==> config.mk <==
export PLATFORM = sky130hd
export DESIGN_NAME = debounce_edge
export DESIGN_NICKNAME = d
export VERILOG_FILES = /design/src/rtl/debounce_pkg.sv /design/src/rtl/sync_2ff.sv /design/src/rtl/debounce_edge.sv
export SDC_FILE = /design/constraint.sdc
export NUM_CORES = 1
export LEC_CHECK = 0
export ABC_AREA = 1
export CORE_UTILIZATION = 25
export CTS_CLUSTER_DIAMETER = 200
export DETAILED_ROUTE_END_ITERATION = 12
export PLACE_DENSITY = 0.5
export SKIP_CTS_REPAIR_TIMING = 1
export SLEW_MARGIN = 20
export SYNTH_ARGS = -nofsm -noshare
export SYNTH_HDL_FRONTEND = slang
export SYNTH_SLANG_ARGS = --single-unit
==> constraint.sdc <==
create_clock -name clk -period 2.2 [get_ports clk]
set_clock_uncertainty 0.1 [all_clocks]
set_input_delay 0.44 -clock clk [delete_from_list [all_inputs] [get_ports clk]]
set_output_delay 0.44 -clock clk [all_outputs]
set_load 0.005 [all_outputs]
==> src/rtl/debounce_pkg.sv <==
// Shared types for the debounce_edge conditioning stage.
// Optional event counter in debounce_edge is enabled by DEBOUNCE_EDGE_COUNT_EN.
`timescale 1ns/100ps

package debounce_pkg;

    typedef enum logic {
        ST_STABLE = 1'b0,
        ST_COUNT  = 1'b1
    } state_e;

    localparam int EVT_CNT_W = 8;

endpackage

==> src/rtl/sync_2ff.sv <==
// Two-flop synchronizer bringing an asynchronous level into the clk domain.
`timescale 1ns/100ps

module sync_2ff (
    input  logic clk,
    input  logic rst_n,
    input  logic d,
    output logic q
);

    logic sync1_q;
    logic s_q;

    // NOTE: state updates use non-blocking assignments so both flops sample
    // pre-edge values and form a true two-stage pipeline.
    always_ff @(posedge clk or negedge rst_n) begin
        if (!rst_n) begin
            sync1_q <= 1'b0;
            s_q     <= 1'b0;
        end else begin
            sync1_q <= d;
            s_q     <= sync1_q;
        end
    end

    assign q = s_q;

endmodule

==> src/rtl/debounce_edge.sv <==
// Debouncer: synchronizes d_in, accepts a new level after STABLE_CYCLES steady
// clocks, and emits one-cycle rise/fall pulses. Macro DEBOUNCE_EDGE_COUNT_EN adds evt_cnt.
`timescale 1ns/100ps

module debounce_edge
    import debounce_pkg::*;
#(
    parameter int STABLE_CYCLES = 8,
    parameter int CNT_W         = $clog2(STABLE_CYCLES + 1)
) (
    input  logic                 clk,
    input  logic                 rst_n,
    input  logic                 d_in,
    output logic                 q,
    output logic                 rise,
    output logic                 fall,
    output logic                 busy
`ifdef DEBOUNCE_EDGE_COUNT_EN
    ,
    output logic [EVT_CNT_W-1:0] evt_cnt
`endif
);

    localparam logic [CNT_W-1:0] CNT_LAST = CNT_W'(STABLE_CYCLES - 1);

    logic             s;
    state_e           state_q, state_d;
    logic [CNT_W-1:0] cnt_q, cnt_d;
    logic             q_q, q_d;
    logic             rise_q, rise_d;
    logic             fall_q, fall_d;
    logic             take;

    sync_2ff u_sync (
        .clk   (clk),
        .rst_n (rst_n),
        .d     (d_in),
        .q     (s)
    );

    always_ff @(posedge clk or negedge rst_n) begin
        if (!rst_n) begin
            state_q <= ST_STABLE;
            cnt_q   <= '0;
            q_q     <= 1'b0;
            rise_q  <= 1'b0;
            fall_q  <= 1'b0;
        end else begin
            state_q <= state_d;
            cnt_q   <= cnt_d;
            q_q     <= q_d;
            rise_q  <= rise_d;
            fall_q  <= fall_d;
        end
    end

    // With a one-cycle window the first differing sample qualifies at once.
    always_comb begin
        take = (s != q_q) &&
               (((state_q == ST_STABLE) && (STABLE_CYCLES == 1)) ||
                ((state_q == ST_COUNT)  && (cnt_q == CNT_LAST)));
    end

    always_comb begin
        state_d = state_q;
        case (state_q)
            ST_STABLE: if ((s != q_q) && (STABLE_CYCLES > 1)) state_d = ST_COUNT;
            ST_COUNT:  if ((s == q_q) || take)                 state_d = ST_STABLE;
            default:   state_d = ST_STABLE;
        endcase
    end

    // NOTE: every signal gets a default before the conditionals, so no path
    // leaves one unassigned and no latch is inferred.
    always_comb begin
        cnt_d  = '0;
        q_d    = q_q;
        rise_d = 1'b0;
        fall_d = 1'b0;
        if (take) begin
            q_d    = s;
            rise_d = s;
            fall_d = ~s;
        end else if (s != q_q) begin
            cnt_d = cnt_q + CNT_W'(1);
        end
    end

    assign q    = q_q;
    assign rise = rise_q;
    assign fall = fall_q;
    assign busy = (cnt_q != '0);

`ifdef DEBOUNCE_EDGE_COUNT_EN
    logic [EVT_CNT_W-1:0] evt_cnt_q, evt_cnt_d;

    always_comb begin
        evt_cnt_d = evt_cnt_q + EVT_CNT_W'(rise_d);
    end

    always_ff @(posedge clk or negedge rst_n) begin
        if (!rst_n) begin
            evt_cnt_q <= '0;
        end else begin
            evt_cnt_q <= evt_cnt_d;
        end
    end

    assign evt_cnt = evt_cnt_q;
`endif

endmodule

# After elaboration in Yosys (flattened, before gate mapping)
# Index checks and enable logic that the tools add are counted.
[word_totals]
regBits = 10
word_cells = 24
in_bits = 3
output_inout_bits = 4
[classes]
n_eq_ne = 3
bitwise_logic = 2
addsub = 1
reduce_logical = 4
muxes = 7
[ops]
columns = ["cell", "n"]
rows = [
  ["2-to-1 mux 4 bit", 2],
  ["adder 4 x 1 -> 4 bit, second input constant", 1],
  ["equality test 4 x 3 -> 1 bit, second input constant", 1],
  ["2-to-1 mux 1 bit", 4],
  ["nonzero test 4 bit", 1],
  ["logical AND 1 bit", 2],
  ["NOT 1 bit", 2],
  ["case mux 1 bit (2 select lines)", 1],
  ["equality test 1 bit", 1],
  ["logical OR 1 bit", 1],
  ["inequality test 1 bit", 1],
]

# Logic depth before layout (Yosys ltp)
# Gate-level depths: netlist of run 1.
[depth]
ltp_word = 6
ltp_mapped = 6

# By module
# From an unflattened synthesis of run 1, not the netlist that was laid out.
[unflattened]
cells_unflattened = 44
hier_area_um2 = 434.2
[modules_own_cells]
columns = ["module", "instances", "area_each_um2", "seq_area_each_um2", "cells_each"]
rows = [
  ["debounce_edge", 1, 384.1, 200.2, 42],
  ["sync_2ff", 1, 50.0, 50.0, 2],
]

# Worst setup path before layout of run 1
# OpenSTA, ideal clock, no wires.
[synth_timing]
path_kind = "reg2out"
start = "register cnt_q[0]"
end = "output busy"
path_stages_with_launch = 4
required_ns = 1.660
path_buffers = 0
t_arrival_ns = 0.687
setup_slack_ns = 0.973
path_cell_list = "dfrtp_1 inv_1 ha_1 nand2_1"
[synth_between]
elab_chain_cells = 1
[synth_lines]
columns = ["element", "line_no", "rtl"]
rows = [
  ["start: declaration", "debounce_edge.sv:28", "logic [CNT_W-1:0] cnt_q, cnt_d;"],
  ["start signal: assignment", "debounce_edge.sv:50", "cnt_q <= cnt_d;"],
  ["nonzero test 4 bit", "debounce_edge.sv:92", "assign busy = (cnt_q != '0);"],
  ["end: declaration", "debounce_edge.sv:17", "output logic busy"],
]
# Every way passes these cells.

# Worst setup path after layout of run 1
# Ends and elaborated chain as after synthesis.

==> results of run 1 <==
-- flip-flops by register name, indices dropped and copies added, names as in the netlist --
name and flops:
cnt_q 4, fall 1, q 1, rise 1, state_q 1, u_sync.q 1
u_sync.sync1_q 1
-- stage by stage --
stage | utilization | hold slack (ns) | total power [W] | instances | setup WS (ns)
CTS | 0.353 | 0.250 | 0.000479 | 70 | 0.167
floorplan | - | 0.0444 | 0.000276 | 44 | 0.973
finish | 0.353 | 0.247 | 0.000467 | 70 | 0.189
global route | 0.353 | 0.262 | 0.000506 | 70 | 0.0971
detailed placement | 0.330 | 0.236 | 0.000313 | 66 | 0.465
global placement | 0.330 | 0.235 | 0.000313 | 66 | 0.473
-- cell usage in the layout (no fill, tap or decap), drive strengths merged --
| cell | instances |
|---|---|
| a21oi | 1 |
| clkbuf | 4 |
| clkdlybuf4s50 | 6 |
| dfrtp | 10 |
| ha | 2 |
| inv | 9 |
| nand2 | 11 |
| nand3 | 2 |
| nand4 | 1 |
| nor2 | 7 |
| xnor2 | 1 |
-- cells in the mapped netlist --
| cell type | n | share of area |
|---|---|---|
| nand2_1 | 8 | 0.069 |
| nand2_4 | 2 | 0.052 |
| ha_1 | 2 | 0.058 |
| nor2_2 | 4 | 0.058 |
| inv_1 | 7 | 0.061 |
| nand4_1 | 1 | 0.014 |
| inv_2 | 2 | 0.017 |
| a21oi_1 | 1 | 0.012 |
| nand3_1 | 2 | 0.023 |
| nand2_2 | 1 | 0.014 |
| dfrtp_1 | 10 | 0.58 |
| xnor2_1 | 1 | 0.020 |
| nor2_1 | 3 | 0.026 |
-- worst min-delay path by stage --
| stage | end | slack (ns) | cells past startpoint |
|---|---|---|---|
| 2_1_floorplan | cnt_q[0] | 0.04 | 0 |
| 5_1_grt | u_sync.q | 0.26 | 0 |
| 4_1_cts | u_sync.q | 0.25 | 0 |
| 3_3_place_gp | u_sync.q | 0.24 | 0 |
| 6_report | u_sync.q | 0.25 | 0 |
| 3_5_place_dp | u_sync.q | 0.24 | 0 |
-- cells by family (layout without fill, tap and decap cells) --
family | after synthesis | in the layout | share of synthesized area
AO/OA/AOI/OAI | 1 | 1 | 0.0115
adder cells (fa/ha/maj) | 2 | 2 | 0.0576
AND/OR/NAND/NOR | 21 | 21 | 0.256
buffers and inverters | 9 | 19 | 0.0778
flip-flops | 10 | 10 | 0.576
XOR/XNOR | 1 | 1 | 0.0202
-- power breakdown --
group | internal, W | total, W | switching (W)
registers | 0.000202 | 0.000221 | 0.0000185
logic | 0.0000442 | 0.0000866 | 0.0000424
clock network | 0.000100 | 0.000160 | 0.0000598
-- layer usage --
metal,GRT usage,vias to the layer above
met5,0,-
li1,-,152
met2,0.110,8
met1,0.105,128
met3,0.0625,2
met4,0.0563,0
-- layout make-up --
class	instances	area [um2]
flip-flops and latches	10	250
repair buffers	6	60.1
clock buffers	4	36.3
inverters	9	33.8
multi-input cells	25	150
well taps	16	20.0
fillers	150	1010
-- worst reg2reg max path: stages (launching register included) --
cell	delay [ns]
dfrtp_1	0.42
ha_1	0.25
nand2_2	0.08
inv_2	0.05
nand2_4	0.08
nand2_4	0.07
nor2_2	0.10
==> flow_metrics.py, run 1 <==
metrics = {
    "timing": {
        "rsz0062_at_grt": "false",
        "fmax_ghz": 0.497,
        "min_period_ns": 2.01,
        "relSlewSlack": 0.718,
        "slew_viol_final": 0,
        "setup_tns_ns": 0,
        "finalCritPeriodShare": 0.914,
        "worst_pin_slew_ns": 0.421,
        "hold_violations": 0,
        "setup_viol": 0,
    },
    "floorplanning": {
        "die-area_um2": 1910,
        "coreArea_um2": 1560,
        "start_util": 0.278,
        "pin_count": 7,
        "core.rowCount": 14,
        "die_x_um": 43.7,
        "fp.dieH_um": 43.7,
    },
    "global_route": {
        "grt_max_degree": 11,
        "grt_pass1_wl_mm": 1.12,
        "first_global_vias": 283,
        "antenna_found_initial": 0,
        "overflow": 0,
        "global_route.usage.total": 0.0878,
    },
    "critical_path": {
        "arrival_ns": 1.47,
        "crit_path_start_kind": "flip-flop",
        "crit_family": "buffers and inverters",
        "cp_max_fo": 5,
        "worst_setup_path_end_kind": "output port",
        "cpMaxStageDelayCell": "clkdlybuf4s50_1",
        "critical_path_class": "flip-flop to output port",
        "required_ns": 1.66,
        "crit_cells": 4,
        "cp_cell_sequence": "inv_1, ha_1, nand2_1, clkdlybuf4s50_1",
        "crit_buf_inv": 2,
        "r2r-end": "cnt_q[3]",
        "r2r_cells": 6,
        "max_stage_delay_ns": 0.49,
        "cp-startpoint": "cnt_q[0]",
        "cp-endpoint": "busy",
        "r2r_slack_ns": 0.99,
        "r2r_start": "cnt_q[0]",
    },
    "cells_and_area": {
        "final_cell_area_um2": 551,
        "diodes": 0,
        "nNetsFinal": 60,
        "area_growth_pct": 26.8,
        "layout-drive-gt1-share": 0.241,
    },
    "clock_network": {
        "clk_pin_slew_ns": 0.06,
        "clk_latency_ns": 0.26,
        "cts_root_buf": "clkbuf_4",
        "numCtsBuffers": 3,
        "cts_buffer_depth": 2,
        "cts.sinks": 10,
        "htreeDepth": 1,
        "cts_tree": "done",
    },
    "pwr": {
        "ir_drop_mv": 0.334,
        "p_leak_nw": 0.281,
        "p_per_area_nw_per_um2": 849,
    },
    "run": {
        "drv_cap": 0,
    },
    "routing": {
        "met3WireLength_um": 33,
        "wl_per_cell_um": 8.50,
        "via_count": 290,
        "wl_met2_um": 272,
        "top_layer": "met4",
        "drc": 0,
        "viasPerCell": 4.14,
        "detail-route-antenna-nets": 0,
        "wl_met1_um": 281,
        "drtIter0Drc": 3,
        "wl_um": 595,
        "firstDrtPassIters": 4,
    },
    "place": {
        "placed_cell_area_um2": 514,
        "routabilityCongestion": 0.664,
        "io_buffers": 6,
        "post-dp-hpwl_um": 465,
    },
    "worst_hold_path": {
        "hp-class": "flip-flop to flip-flop",
        "hp-start": "u_sync.sync1_q",
    },
    "synth": {
        "synthCells": 44,
        "ys_seq_area_frac": 0.576,
        "synth_nets": 49,
        "synth_cell_types": 13,
        "synth_area_um2": 434,
        "synth_warnings": 0,
        "avgSynthCellArea_um2": 9.87,
        "synth_seq_cells": 10,
    },
    "outcome": {
        "outcome": "finished clean",
    },
}
No activity file was read; power rests on OpenSTA's default activity.
==> run 2: changes to the inputs <==
--- a/config.mk
+++ b/config.mk
@@ -6,10 +6,11 @@
 export NUM_CORES = 1
 export LEC_CHECK = 0
 export ABC_AREA = 1
-export CORE_UTILIZATION = 25
+export CORE_AREA = 2 2 39 41
 export CTS_CLUSTER_DIAMETER = 200
 export DETAILED_ROUTE_END_ITERATION = 12
-export PLACE_DENSITY = 0.5
+export DIE_AREA = 0 0 41 43
+export PLACE_DENSITY = 0.6
 export SKIP_CTS_REPAIR_TIMING = 1
 export SLEW_MARGIN = 20
 export SYNTH_ARGS = -nofsm -noshare
==> flow_metrics.py, run 2 (synthesis gave the netlist of run 1 again) <==
metrics = {
    "outcome": {
        "outcome": "finished clean",
    },
    "place": {
        "post-dp-hpwl_um": 463,
        "routabilityCongestion": 0.759,
        "place_inst": 66,
        "io_buffers": 6,
    },
    "critical_path": {
        "crit_family": "buffers and inverters",
        "cpMaxStageDelayCell": "clkdlybuf4s50_1",
        "max_stage_delay_ns": 0.49,
        "arrival_ns": 1.47,
        "cp_max_fo": 5,
        "cp_cell_sequence": "inv_1, ha_1, nand2_1, clkdlybuf4s50_1",
        "crit_buf_inv": 2,
        "worst_setup_path_end_kind": "output port",
        "required_ns": 1.66,
        "crit_path_start_kind": "flip-flop",
        "critical_path_class": "flip-flop to output port",
    },
    "timing": {
        "slew_viol_final": 0,
        "hold_violations": 0,
        "finalCritPeriodShare": 0.912,
        "fmax_ghz": 0.499,
        "min_period_ns": 2.01,
        "setup_viol": 0,
        "worst_pin_slew_ns": 0.440,
        "rsz0062_at_grt": "false",
        "setup_tns_ns": 0,
        "relSlewSlack": 0.706,
    },
    "clock_network": {
        "clk_latency_ns": 0.26,
        "cts_buffer_depth": 2,
        "cts_root_buf": "clkbuf_4",
        "numCtsBuffers": 3,
        "cts_tree": "done",
        "cts.sinks": 10,
        "clk_pin_slew_ns": 0.06,
        "htreeDepth": 1,
    },
    "cells_and_area": {
        "regMostFlops": "cnt_q",
        "layout-drive-gt1-share": 0.241,
        "diodes": 0,
        "largest_reg_flops": 4,
        "instances_no_fill": 70,
        "nNetsFinal": 60,
        "area_growth_pct": 26.8,
        "final_common_cell": "dfrtp_1",
        "layout_common_cells": "dfrtp_1 (10), nand2_1 (8), inv_1 (7), clkdlybuf4s50_1 (6), nor2_2 (4)",
    },
    "routing": {
        "via_count": 297,
        "wl_um": 615,
        "drtIter0Drc": 2,
        "drc": 0,
        "wl_per_cell_um": 8.79,
        "viasPerCell": 4.24,
        "detail-route-antenna-nets": 0,
        "firstDrtPassIters": 2,
    },
    "global_route": {
        "grt_max_degree": 11,
        "grt_pass1_wl_mm": 1.13,
        "first_global_vias": 295,
        "overflow": 0,
        "global_route.usage.total": 0.104,
        "antenna_found_initial": 0,
    },
    "floorplanning": {
        "start_util": 0.314,
        "coreArea_um2": 1380,
        "die_x_um": 41,
        "die-area_um2": 1760,
        "core.rowCount": 14,
        "pin_count": 7,
        "fp.dieH_um": 43,
    },
    "pwr": {
        "ir_drop_mv": 0.473,
        "p_per_area_nw_per_um2": 850,
        "p_leak_nw": 0.281,
    },
    "worst_hold_path": {
        "hp-class": "flip-flop to flip-flop",
    },
    "run": {
        "drv_cap": 0,
    },
}
## run 2: cell counts in the layout (fill, tap and decap cells not counted)
Identical to the previous run, type by type.
## run 2: path summary, 6_finish.rpt
path | start | endpoint | slack (ns) | cells after the start
max reg2reg | cnt_q[0] | cnt_q[3] | 0.99 | 6
min | u_sync.sync1_q | u_sync.q | 0.25 | 0
min reg2reg | u_sync.sync1_q | u_sync.q | 0.25 | 0
max | cnt_q[0] | busy | 0.19 | 4
max in group asynchronous | rst_n | cnt_q[1] | 1.31 | 1
min in group asynchronous | rst_n | q | 0.39 | 1
## run 2: layout make-up
type / count / area (um2)
Inverter: 9 / 33.8
Tap cell: 16 / 20.0
Fill cell: 146 / 833
Timing Repair Buffer: 6 / 60.1
Sequential cell: 10 / 250
Multi-Input combinational cell: 25 / 150
Clock buffer: 4 / 36.3
## run 2: through the flow
stage	setup WS, ns	utilization	hold slack [ns]	instance area [um2]	power [W]
2_1_floorplan	0.973	-	0.0444	434	0.000276
3_3_place_gp	0.483	0.372	0.233	514	0.000311
3_5_place_dp	0.470	0.372	0.236	514	0.000312
4_1_cts	0.176	0.398	0.251	551	0.000478
5_1_grt	0.102	0.398	0.259	551	0.000506
6_report	0.194	0.398	0.248	551	0.000468
## run 2: layer usage
| metal | share of wire | vias to the layer above | global-route usage |
|---|---|---|---|
| met1 | 0.43 | 138 | 0.110 |
| li1 | - | 149 | - |
| met4 | 0 | 0 | 0.0400 |
| met2 | 0.48 | 10 | 0.141 |
| met5 | 0 | - | 0 |
| met3 | 0.089 | 0 | 0.0942 |
## run 2: report_power, final
group / switching, W / total [W] / internal, W
combinational: 0.0000415 / 0.0000857 / 0.0000441
clock: 0.0000603 / 0.000161 / 0.000100
sequential: 0.0000192 / 0.000222 / 0.000202
==> run 3: changes to the inputs <==
--- a/config.mk
+++ b/config.mk
@@ -10,7 +10,10 @@
 export CTS_CLUSTER_DIAMETER = 200
 export DETAILED_ROUTE_END_ITERATION = 12
 export DIE_AREA = 0 0 41 43
+export GPL_ROUTABILITY_DRIVEN = 0
 export PLACE_DENSITY = 0.6
+export RECOVER_POWER = 100
+export SETUP_SLACK_MARGIN = 0.15
 export SKIP_CTS_REPAIR_TIMING = 1
 export SLEW_MARGIN = 20
 export SYNTH_ARGS = -nofsm -noshare
==> flow_metrics.py, run 3 (synthesis gave the netlist of run 1 again) <==
metrics = {
    "cells_and_area": {
        "layout-drive-gt1-share": 0.185,
        "nNetsFinal": 60,
        "regArea_um2": 250,
        "regMostFlops": "cnt_q",
        "multi_input_area_um2": 135,
        "layout_common_cells": "nand2_1 (10), dfrtp_1 (10), inv_1 (8), dlygate4sd3_1 (5), nor2_2 (4)",
        "diodes": 0,
        "fin_util": 0.387,
        "area_growth_pct": 23.3,
        "largest_reg_flops": 4,
        "fillers": 150,
    },
    "timing": {
        "setup_ws_ns": 0.411,
        "slew_viol_final": 0,
        "fmax_ghz": 0.559,
        "min_period_ns": 1.79,
        "worst_pin_slew_ns": 0.444,
        "hold_ws_ns": 0.248,
        "setup_tns_ns": 0,
        "finalCritPeriodShare": 0.813,
        "hold_violations": 0,
        "rsz0062_at_grt": "false",
        "setup_viol": 0,
        "relSlewSlack": 0.703,
    },
    "floorplanning": {
        "die-area_um2": 1760,
        "core.rowCount": 14,
        "start_util": 0.314,
        "coreArea_um2": 1380,
        "die_x_um": 41,
        "pin_count": 7,
        "fp.dieH_um": 43,
    },
    "critical_path": {
        "r2r_start": "cnt_q[0]",
        "arrival_ns": 1.25,
        "worst_setup_path_end_kind": "output port",
        "max_stage_delay_ns": 0.58,
        "required_ns": 1.66,
        "r2r_slack_ns": 0.83,
        "critical_path_class": "flip-flop to output port",
        "r2r-end": "cnt_q[3]",
        "r2r_cells": 6,
        "cpMaxStageDelayCell": "dlygate4sd3_1",
        "cp_cell_sequence": "dlygate4sd3_1",
        "cp_max_fo": 4,
        "crit_buf_inv": 1,
        "crit_family": "buffers and inverters",
        "crit_path_start_kind": "flip-flop",
    },
    "worst_hold_path": {
        "min_path_cells": 0,
        "hp-class": "flip-flop to flip-flop",
        "hp-start": "u_sync.sync1_q",
        "holdPathEnd": "u_sync.q",
    },
    "global_route": {
        "antenna_found_initial": 0,
        "met3_usage": 0.0942,
        "first_global_vias": 295,
        "met2_usage": 0.141,
        "overflow": 0,
        "global_route.usage.total": 0.104,
        "met1_usage": 0.110,
        "grt_pass1_wl_mm": 1.13,
        "grt_max_degree": 11,
        "grt_busiest_layer": "met2",
    },
    "routing": {
        "via_count": 294,
        "firstDrtPassIters": 2,
        "drtIter0Drc": 1,
        "detail-route-antenna-nets": 0,
        "viasPerCell": 4.20,
        "wl_um": 615,
        "drc": 0,
        "wl_per_cell_um": 8.79,
    },
    "clock_network": {
        "cts_root_buf": "clkbuf_4",
        "cts_tree": "done",
        "clk_latency_ns": 0.26,
        "cts.sinks": 10,
        "cts_buffer_depth": 2,
        "htreeDepth": 1,
        "numCtsBuffers": 3,
        "clk_pin_slew_ns": 0.06,
    },
    "pwr": {
        "p_per_area_nw_per_um2": 856,
        "p_leak_nw": 0.285,
        "power.total_w": 0.000458,
        "ir_drop_mv": 0.463,
    },
    "run": {
        "drv_cap": 0,
    },
    "place": {
        "post-dp-hpwl_um": 463,
        "pre_cts_ws_ns": 0.470,
        "io_buffers": 6,
    },
    "outcome": {
        "outcome": "finished clean",
    },
}
==> run 3: how the worst max path moves through the flow <==
stage	from	to	slack (ns)	depth (start not counted)
after floorplan	cnt_q[0]	busy	0.97	3
after global placement	cnt_q[0]	busy	0.48	4
after detailed placement	cnt_q[0]	busy	0.47	4
after CTS	cnt_q[0]	busy	0.18	4
after global routing	cnt_q[0]	busy	0.33	4
final	q	q	0.41	1
==> run 3: layout make-up <==
cell class / instances / share of cell area
Clock buffer: 4 / 0.0678
Timing Repair Buffer: 6 / 0.112
Tap cell: 16 / 0.0374
Inverter: 9 / 0.0631
Sequential cell: 10 / 0.467
Multi-Input combinational cell: 25 / 0.252
==> run 3: metal layers <==
metal  vias up  wire length, um
li1        149                -
met1       135              270
met2        10              290
met3         0               54
met4         0                0
met5         -                0
==> run 3: power by group <==
group / total [W] / internal (W) / leakage [nW] / switching, W
registers: 0.000221 / 0.000202 / 0.130 / 0.0000189
logic: 0.0000764 / 0.0000379 / 0.133 / 0.0000385
clock network: 0.000161 / 0.000100 / 0.0210 / 0.0000603
total: 0.000458 / 0.000341 / 0.285 / 0.000118
==> run 3: stage by stage <==
step,instance area [um2],instances
after floorplan,434,44
after global placement,514,66
after detailed placement,514,66
after CTS,551,70
after global routing,536,70
final,536,70
==> run 3: worst reg2reg max path, cell delays in order (launching register included) <==
cell,delay (ns)
dfrtp_1,0.43
ha_1,0.25
nand2_2,0.07
inv_1,0.05
nand2_1,0.12
nand2_1,0.17
nor2_2,0.13
